**config.mk**
```make
export PLATFORM = sky130hd
export DESIGN_NAME = if_id_skid_stage
export DESIGN_NICKNAME = d
export VERILOG_FILES = /design/src/rtl/if_id_skid_stage.sv
export SDC_FILE = /design/constraint.sdc
export NUM_CORES = 1
export LEC_CHECK = 0
export ABC_AREA = 1
export CAP_MARGIN = 40
export CORE_MARGIN = 5
export CORE_UTILIZATION = 35
export DETAILED_ROUTE_END_ITERATION = 16
export GPL_TIMING_DRIVEN = 1
export SYNTH_ARGS = -nofsm -noshare
export SYNTH_HDL_FRONTEND = slang
export SYNTH_SLANG_ARGS = --single-unit
```
**constraint.sdc**
```tcl
create_clock -name clk -period 6.7 [get_ports clk]
set_input_delay 1.34 -clock clk [delete_from_list [all_inputs] [get_ports clk]]
set_output_delay 1.34 -clock clk [all_outputs]
set_load 0.01 [all_outputs]
```
**src/rtl/if_id_skid_stage.sv**
```systemverilog
// if_id_skid_stage: IF->ID valid/ready stage register with a 2-entry skid, flush-to-bubble and stall counter
module if_id_skid_stage #(
  parameter int PC_W = 32,
  parameter int INST_W = 32,
  parameter logic [INST_W-1:0] NOP_INST = '0,
  parameter logic [PC_W-1:0] RESET_PC = '0,
  parameter int CNT_W = 16
) (
  input  logic              clk,
  input  logic              rst,
  input  logic              flush,
  input  logic              in_valid,
  output logic              in_ready,
  input  logic [PC_W-1:0]   in_pc,
  input  logic [INST_W-1:0] in_inst,
  output logic              out_valid,
  input  logic              out_ready,
  output logic [PC_W-1:0]   out_pc,
  output logic [INST_W-1:0] out_inst,
  output logic [1:0]        occupancy,
  output logic [CNT_W-1:0]  stall_cnt
);
  typedef enum logic [1:0] {EMPTY = 2'd0, ONE = 2'd1, FULL = 2'd2} state_t;
  state_t state_q, state_d;
  logic [PC_W-1:0] pc_q, pc_d, skid_pc_q, skid_pc_d;
  logic [INST_W-1:0] inst_q, inst_d, skid_inst_q, skid_inst_d;
  logic [CNT_W-1:0] cnt_q, cnt_d;
  logic in_fire, out_fire;
  // state encoding equals occupancy, so handshake outputs decode straight from the state register
  assign in_ready = state_q != FULL;
  assign out_valid = state_q != EMPTY;
  assign occupancy = state_q;
  assign out_pc = pc_q;
  assign out_inst = inst_q;
  assign stall_cnt = cnt_q;
  always_comb begin
    in_fire = in_valid & in_ready;
    out_fire = out_valid & out_ready;
    state_d = state_q;
    pc_d = pc_q;
    inst_d = inst_q;
    skid_pc_d = skid_pc_q;
    skid_inst_d = skid_inst_q;
    cnt_d = (out_valid & ~out_ready & ~&cnt_q) ? cnt_q + CNT_W'(1) : cnt_q;
    if (flush) begin
      state_d = EMPTY;
      pc_d = RESET_PC;
      inst_d = NOP_INST;
    end else begin
      case (state_q)
        EMPTY: if (in_fire) begin
          state_d = ONE;
          pc_d = in_pc;
          inst_d = in_inst;
        end
        ONE: if (in_fire & out_fire) begin
          pc_d = in_pc;
          inst_d = in_inst;
        end else if (in_fire) begin
          state_d = FULL;
          skid_pc_d = in_pc;
          skid_inst_d = in_inst;
        end else if (out_fire) begin
          state_d = EMPTY;
          inst_d = NOP_INST;
        end
        FULL: if (out_fire) begin
          state_d = ONE;
          pc_d = skid_pc_q;
          inst_d = skid_inst_q;
        end
        default: state_d = EMPTY;
      endcase
    end
  end
  always_ff @(posedge clk or posedge rst) begin
    if (rst) begin
      state_q <= EMPTY;
      pc_q <= RESET_PC;
      inst_q <= NOP_INST;
      skid_pc_q <= '0;
      skid_inst_q <= '0;
      cnt_q <= '0;
    end else begin
      state_q <= state_d;
      pc_q <= pc_d;
      inst_q <= inst_d;
      skid_pc_q <= skid_pc_d;
      skid_inst_q <= skid_inst_d;
      cnt_q <= cnt_d;
    end
  end
endmodule

```
# [Word level (Yosys, flattened, before mapping)]
# Cells that the tools add are included.
[totals] reg_bits=146 latchBits=0 ramBits=0 rom_bits=0 wordCells=53 memories=0
[classes] n_addsub=1 n_mul=0 n_div=0 n_lt_le_gt_ge=0 n_eq_ne=10 shifts=0 n_mux=19 n_bitwise=8 n_reduce_logical=9
[ops] op="2-to-1 mux 32 bit" count=10
[ops] op="case mux 32 bit (3 select lines)" count=2
[ops] op="adder 16 x 1 -> 16 bit, second input constant" count=1
[ops] op="AND reduction 16 bit" count=1
[ops] op="2-to-1 mux 2 bit" count=6
[ops] op="inequality test 3 bit, second input constant" count=4
[ops] op="inequality test 4 bit, second input constant" count=3
[ops] op="AND reduction 4 bit" count=3
[ops] op="case mux 2 bit (3 select lines)" count=1
[ops] op="bitwise AND 1 bit" count=5
[ops] op="AND reduction 5 bit" count=1
[ops] op="nonzero test 4 bit" count=1
[ops] op="inverter 1 bit" count=3
[ops] op="equality test 2 x 1 -> 1 bit, second input constant" count=1
[ops] op="equality test 2 bit, second input constant" count=1
[ops] op="logical NOT 2 bit" count=1
[ops] op="inequality test 2 bit, second input constant" count=1
[ops] op="nonzero test 2 bit" count=1
[ops] op="logical NOT 1 bit" count=1

# [Logic depth before layout (Yosys ltp)]
[depth] word_depth=7 depth_mapped=11 depth_no_buf=10

# [Worst setup path before layout]
# Ideal clock, no wire load.
[synth_path] path_type="register to output" startpoint="register state_q[0] (netlist: occupancy[0])" endpoint="output port out_valid" arrival_ns=0.880 required_ns=5.360 setup_slack_ns=4.480 path_stages_with_launch=4 n_path_buf=0 path_cell_list="dfrtp_1 > inv_1 > ha_1 > inv_2"
[synth_via] elab_chain_len=1
[synth_lines] element="start: declaration" line_no="24" text="state_t state_q, state_d;"
[synth_lines] element="start signal: assignment" line_no="85" text="state_q <= state_d;"
[synth_lines] element="nonzero test 2 bit" line_no="31" text="assign out_valid = state_q != EMPTY;"
[synth_lines] element="end: declaration" line_no="16" text="output logic out_valid,"
# Every way passes these cells.

# [Worst setup path after layout]
[layout_path] startpoint="input port out_ready" endpoint="register inst_q[21] (netlist: out_inst[21])"
[layout_via] elab_chain_len=5 elab_cells_between_ends=9 cone_classes="3 x eq/ne; 3 x mux; 2 x bitwise; 1 x reduce/logical"
[layout_lines] element="start: declaration" line_no="17" text="input logic out_ready,"
[layout_lines] element="bitwise AND 1 bit *" line_no="38" text="out_fire = out_valid & out_ready;"
[layout_lines] element="bitwise AND 1 bit" line_no="56" text="ONE: if (in_fire & out_fire) begin"
[layout_lines] element="2-to-1 mux 32 bit" line_no="56"
[layout_lines] element="case mux 32 bit (3 select lines)" line_no="50" text="case (state_q)"
[layout_lines] element="2-to-1 mux 32 bit" line_no="45" text="if (flush) begin"
[layout_lines] element="end signal: assignment" line_no="87" text="inst_q <= inst_d;"
[layout_lines] element="end: declaration" line_no="26" text="logic [INST_W-1:0] inst_q, inst_d, skid_inst_q, skid_inst_d;"
# Mark *: on every way between the ends. The rest lies on a longest branch, timed or not.
# A chain may end at the register's enable or synchronous reset.

==> impl_summary.md <==
Setup path
The category of the worst setup path launch point is an input port. Of all nets on the critical path, the largest fanout is 67. STA puts the critical path data required time at around 7 ns. The worst register-to-register path begins at occupancy[0]. The worst setup path category is in2reg. The type of destination of the critical path is a flip-flop.

The endpoint of the most critical register-to-register path is out_inst[21]. The data arrival time of the worst path is about 3.8 ns. The setup check on the worst reg-to-reg path leaves a slack of 3.60 ns. Measured in cells, the most critical reg-to-reg path has a length of 10.

Placed design
The count of buffers added on input and output ports is around 150. The final weighted congestion of routability-driven global placement is approximately 0.8. Once placement finished, the instance area stood at slightly below 9000 um^2. The sum of net half-perimeters after detailed placement is about 12000 um. After detailed placement, the design holds a cell count of 1291.

CTS
The number of sinks driven by the clock tree is ~150. Once the clock tree was built, the resizer swapped 0 gates to a different size. Buffers added to address setup during post-CTS repair amount to 0. The clock network latency to the later pin of the worst-skew pair is approximately 0.42 ns. The buffer levels on the longest clock path is 2.

Clock-pin slew was measured on the worst setup and hold paths at 0.06 ns. For this design, the CTS-stage hold fixing added 0 buffers. The number of H-tree levels is 4.

The clock root buffer master is sky130_fd_sc_hd__clkbuf_16. TritonCTS built the clock tree. The number of buffers inserted during clock tree synthesis is 17.

STA
The shortest clock period the worst path allows after layout is between 3 and 4 ns. Across all hold checks on the routed design, the worst slack comes to ~0.48 ns. The actual slew at the worst max-slew pin is between 0.7 and 0.8 ns. The total setup violations reported at the end of the flow is 0.

The final total negative setup slack is 0 ns. For the final database, setup skew stands at roughly 0.009 ns. For this run, the top clock speed supported by timing is 285.4 MHz. The portion of the clock cycle consumed by the worst path in the final layout is 52.30%. The final-report max-slew violation count is 0. The worst pin sits at a relative slew slack of ~47%. Setup repair after global routing left no endpoint under its margin.

The number of hold violations in the final report is 0.

Routing
The first-pass iteration count of the detailed router is 5. The detailed-route wire length is around 19000 um. Summing over every cut layer, the via total after detailed routing is between 6000 and 7000. In the final routed layout, each cell accounts on average for around 14 um. The detail-routed via count per cell is around 4.6. The post-detailed-route count of antenna-violating nets is 0. The first routing iteration left 439 violations. In the routed design, unresolved DRC markers number 0.

Pwr
The maximum ir drop on the vdd rail is 0.2152 mV. The leakage power total is approximately 4.7 nW. Dividing total power by cell area gives a power density of 434.8 nW/um^2.

Floorplan
The row count is 52. 153 I/O pins were placed. For this configuration, the core starts out at a cell density of 35.21%. The chip width is between 150 and 200 um. The die covers 23100 um^2. The core region area is between 20000 and 25000 um^2. The die is ~150 um tall.

Cells and area
The layout overhead on the synthesized area is 33.42%. The number of nets in the layout is 1115. The finished cells cover 9415 um^2. The count of non-filler cells in the finished layout is 1321. The number of antenna diodes in the final layout is 0. Cells fill between 40 and 50% of the core in the end.

In the final layout, the share of cells above drive strength 1 is approximately 5.8%.

Global routing
For this run, the total global-route usage over all layers was measured as between 15 and 20%. The via count of the first global-routing pass came to 5898. The pin count of the biggest net entering global routing is around 80. The number of antenna violations at the first check in global routing is 0. The global-route wire length before repair is 30800 um.

The total overflow left after global routing is 0.

Min path
The startpoint of the tightest hold check path is out_inst[6]. Counting instances, the worst hold path has a depth of 2. The terminating pin of the worst hold path is out_inst[6]. The path class of the tightest hold or removal check is reg2reg.

Yosys
When the netlist entered floorplanning its net count stood at ~990. The dominant synthesized flop cell is sky130_fd_sc_hd__dfrtp_1. The number of warnings issued by yosys is 0. After synthesis, the most frequently instantiated cells are 332 x sky130_fd_sc_hd__nand2_1, 146 x sky130_fd_sc_hd__dfrtp_1, 79 x sky130_fd_sc_hd__inv_1. The number of flops mapped to enable cells by yosys is 0. The most frequently used cell type in the post-synthesis netlist is sky130_fd_sc_hd__nand2_1. The synthesized netlist occupies a cell area of approximately 7100 um^2. The average footprint of a synthesized cell is just under 8 um^2. The synthesized design contains 146 register bits. By area the synthesized netlist is led by sky130_fd_sc_hd__dfrtp_1 52%, sky130_fd_sc_hd__nand2_1 18%, sky130_fd_sc_hd__nand3_1 5.2%. Summed over all instances, the cell type with the most area after synthesis is sky130_fd_sc_hd__dfrtp_1.

The portion of synthesized cell area occupied by the leading cell type is approximately half. The netlist uses 27 different library cells. Sequential cells were found to cover between 50 and 60% of the synthesized design area. In the synthesized netlist the async set-or-reset flop fraction comes to 100.0%. The number of cells produced by synthesis is 912.

Run
Max-cap violations in this run came to 0.

Run status
The flow ran to the end, and the final reports show no timing, DRC or antenna violations.
==> worst max-delay path by stage <==
stage	startpoint	end	slack, ns	cells past startpoint
final	out_ready	out_inst[21]	3.20	8
after global placement	out_ready	out_inst[22]	2.84	8
after floorplan	rst	occupancy[0]	1.44	1
after CTS	out_ready	out_inst[21]	3.19	8
after global routing	out_ready	out_inst[21]	2.92	8
after detailed placement	out_ready	out_inst[24]	2.79	8
==> per-stage QoR <==
step                power [mW]  worst slack (ns)
finish                   4.093             3.196
floorplan                2.366             1.437
global placement         3.059             2.844
detailed placement       3.087             2.793
global route             4.394             2.923
CTS                      4.151             3.191
==> layout make-up <==
cell class	count	area, um^2
sequential	146	3654
tap	270	337.8
timing repair buffer	160	1622
clock inverter	10	182.7
clock buffer	20	456.7
fill	1989	10620
multi-input combinational	630	2836
inverter	85	326.6
==> layout by cell type, fill, tap and decap left out, types with 17 or more instances in the layout <==
cell                                n
sky130_fd_sc_hd__nand2_1          332
sky130_fd_sc_hd__o21ai_0           48
sky130_fd_sc_hd__clkbuf_16         17
sky130_fd_sc_hd__dfrtp_1          146
sky130_fd_sc_hd__inv_1             77
sky130_fd_sc_hd__a21oi_1           32
sky130_fd_sc_hd__clkdlybuf4s50_1  152
sky130_fd_sc_hd__nor2_1            53
sky130_fd_sc_hd__nand3_1           74
sky130_fd_sc_hd__o21ai_1           54
==> per-layer routing <==
metal	wire (um)	vias up	track usage, %	part of all wire, %
met3	849	22	3.925	4.6
met4	316	0	5.822	1.7
met5	0	-	0	0
li1	-	3113	-	-
met1	8836	2805	22.62	48
met2	8596	139	24.75	46
==> logic make-up after synthesis <==
family                     synth area share [%]
AOI/OAI and AO/OA                         9.663
adders and majority gates                 1.064
buffers and inverters                     8.138
xor gates and xnor gates                  1.365
and+or+nand+nor                           28.00
DFF                                       51.77
==> worst max-delay path: stages <==
cell and delay (ns):
sky130_fd_sc_hd__clkdlybuf4s50_1 0.55, sky130_fd_sc_hd__inv_2 0.04, sky130_fd_sc_hd__nor2_1 0.13, sky130_fd_sc_hd__nand2_1 0.13, sky130_fd_sc_hd__nand3_4 0.49, sky130_fd_sc_hd__nand3_2 0.77, sky130_fd_sc_hd__nand2_1 0.25, sky130_fd_sc_hd__nand2_1 0.09
==> sequential cells by signal, summed over array words and instances, names as in the netlist <==
signal       cells
out_inst        32
skid_pc_q       32
stall_cnt       16
out_pc          32
skid_inst_q     32
occupancy        2
==> power breakdown <==
part           internal [mW]  switching (mW)
Clock                  0.675           0.364
Sequential              1.27           0.237
Combinational          0.691           0.856
Total                   2.64            1.46
Power figures use the tool's default switching activity.
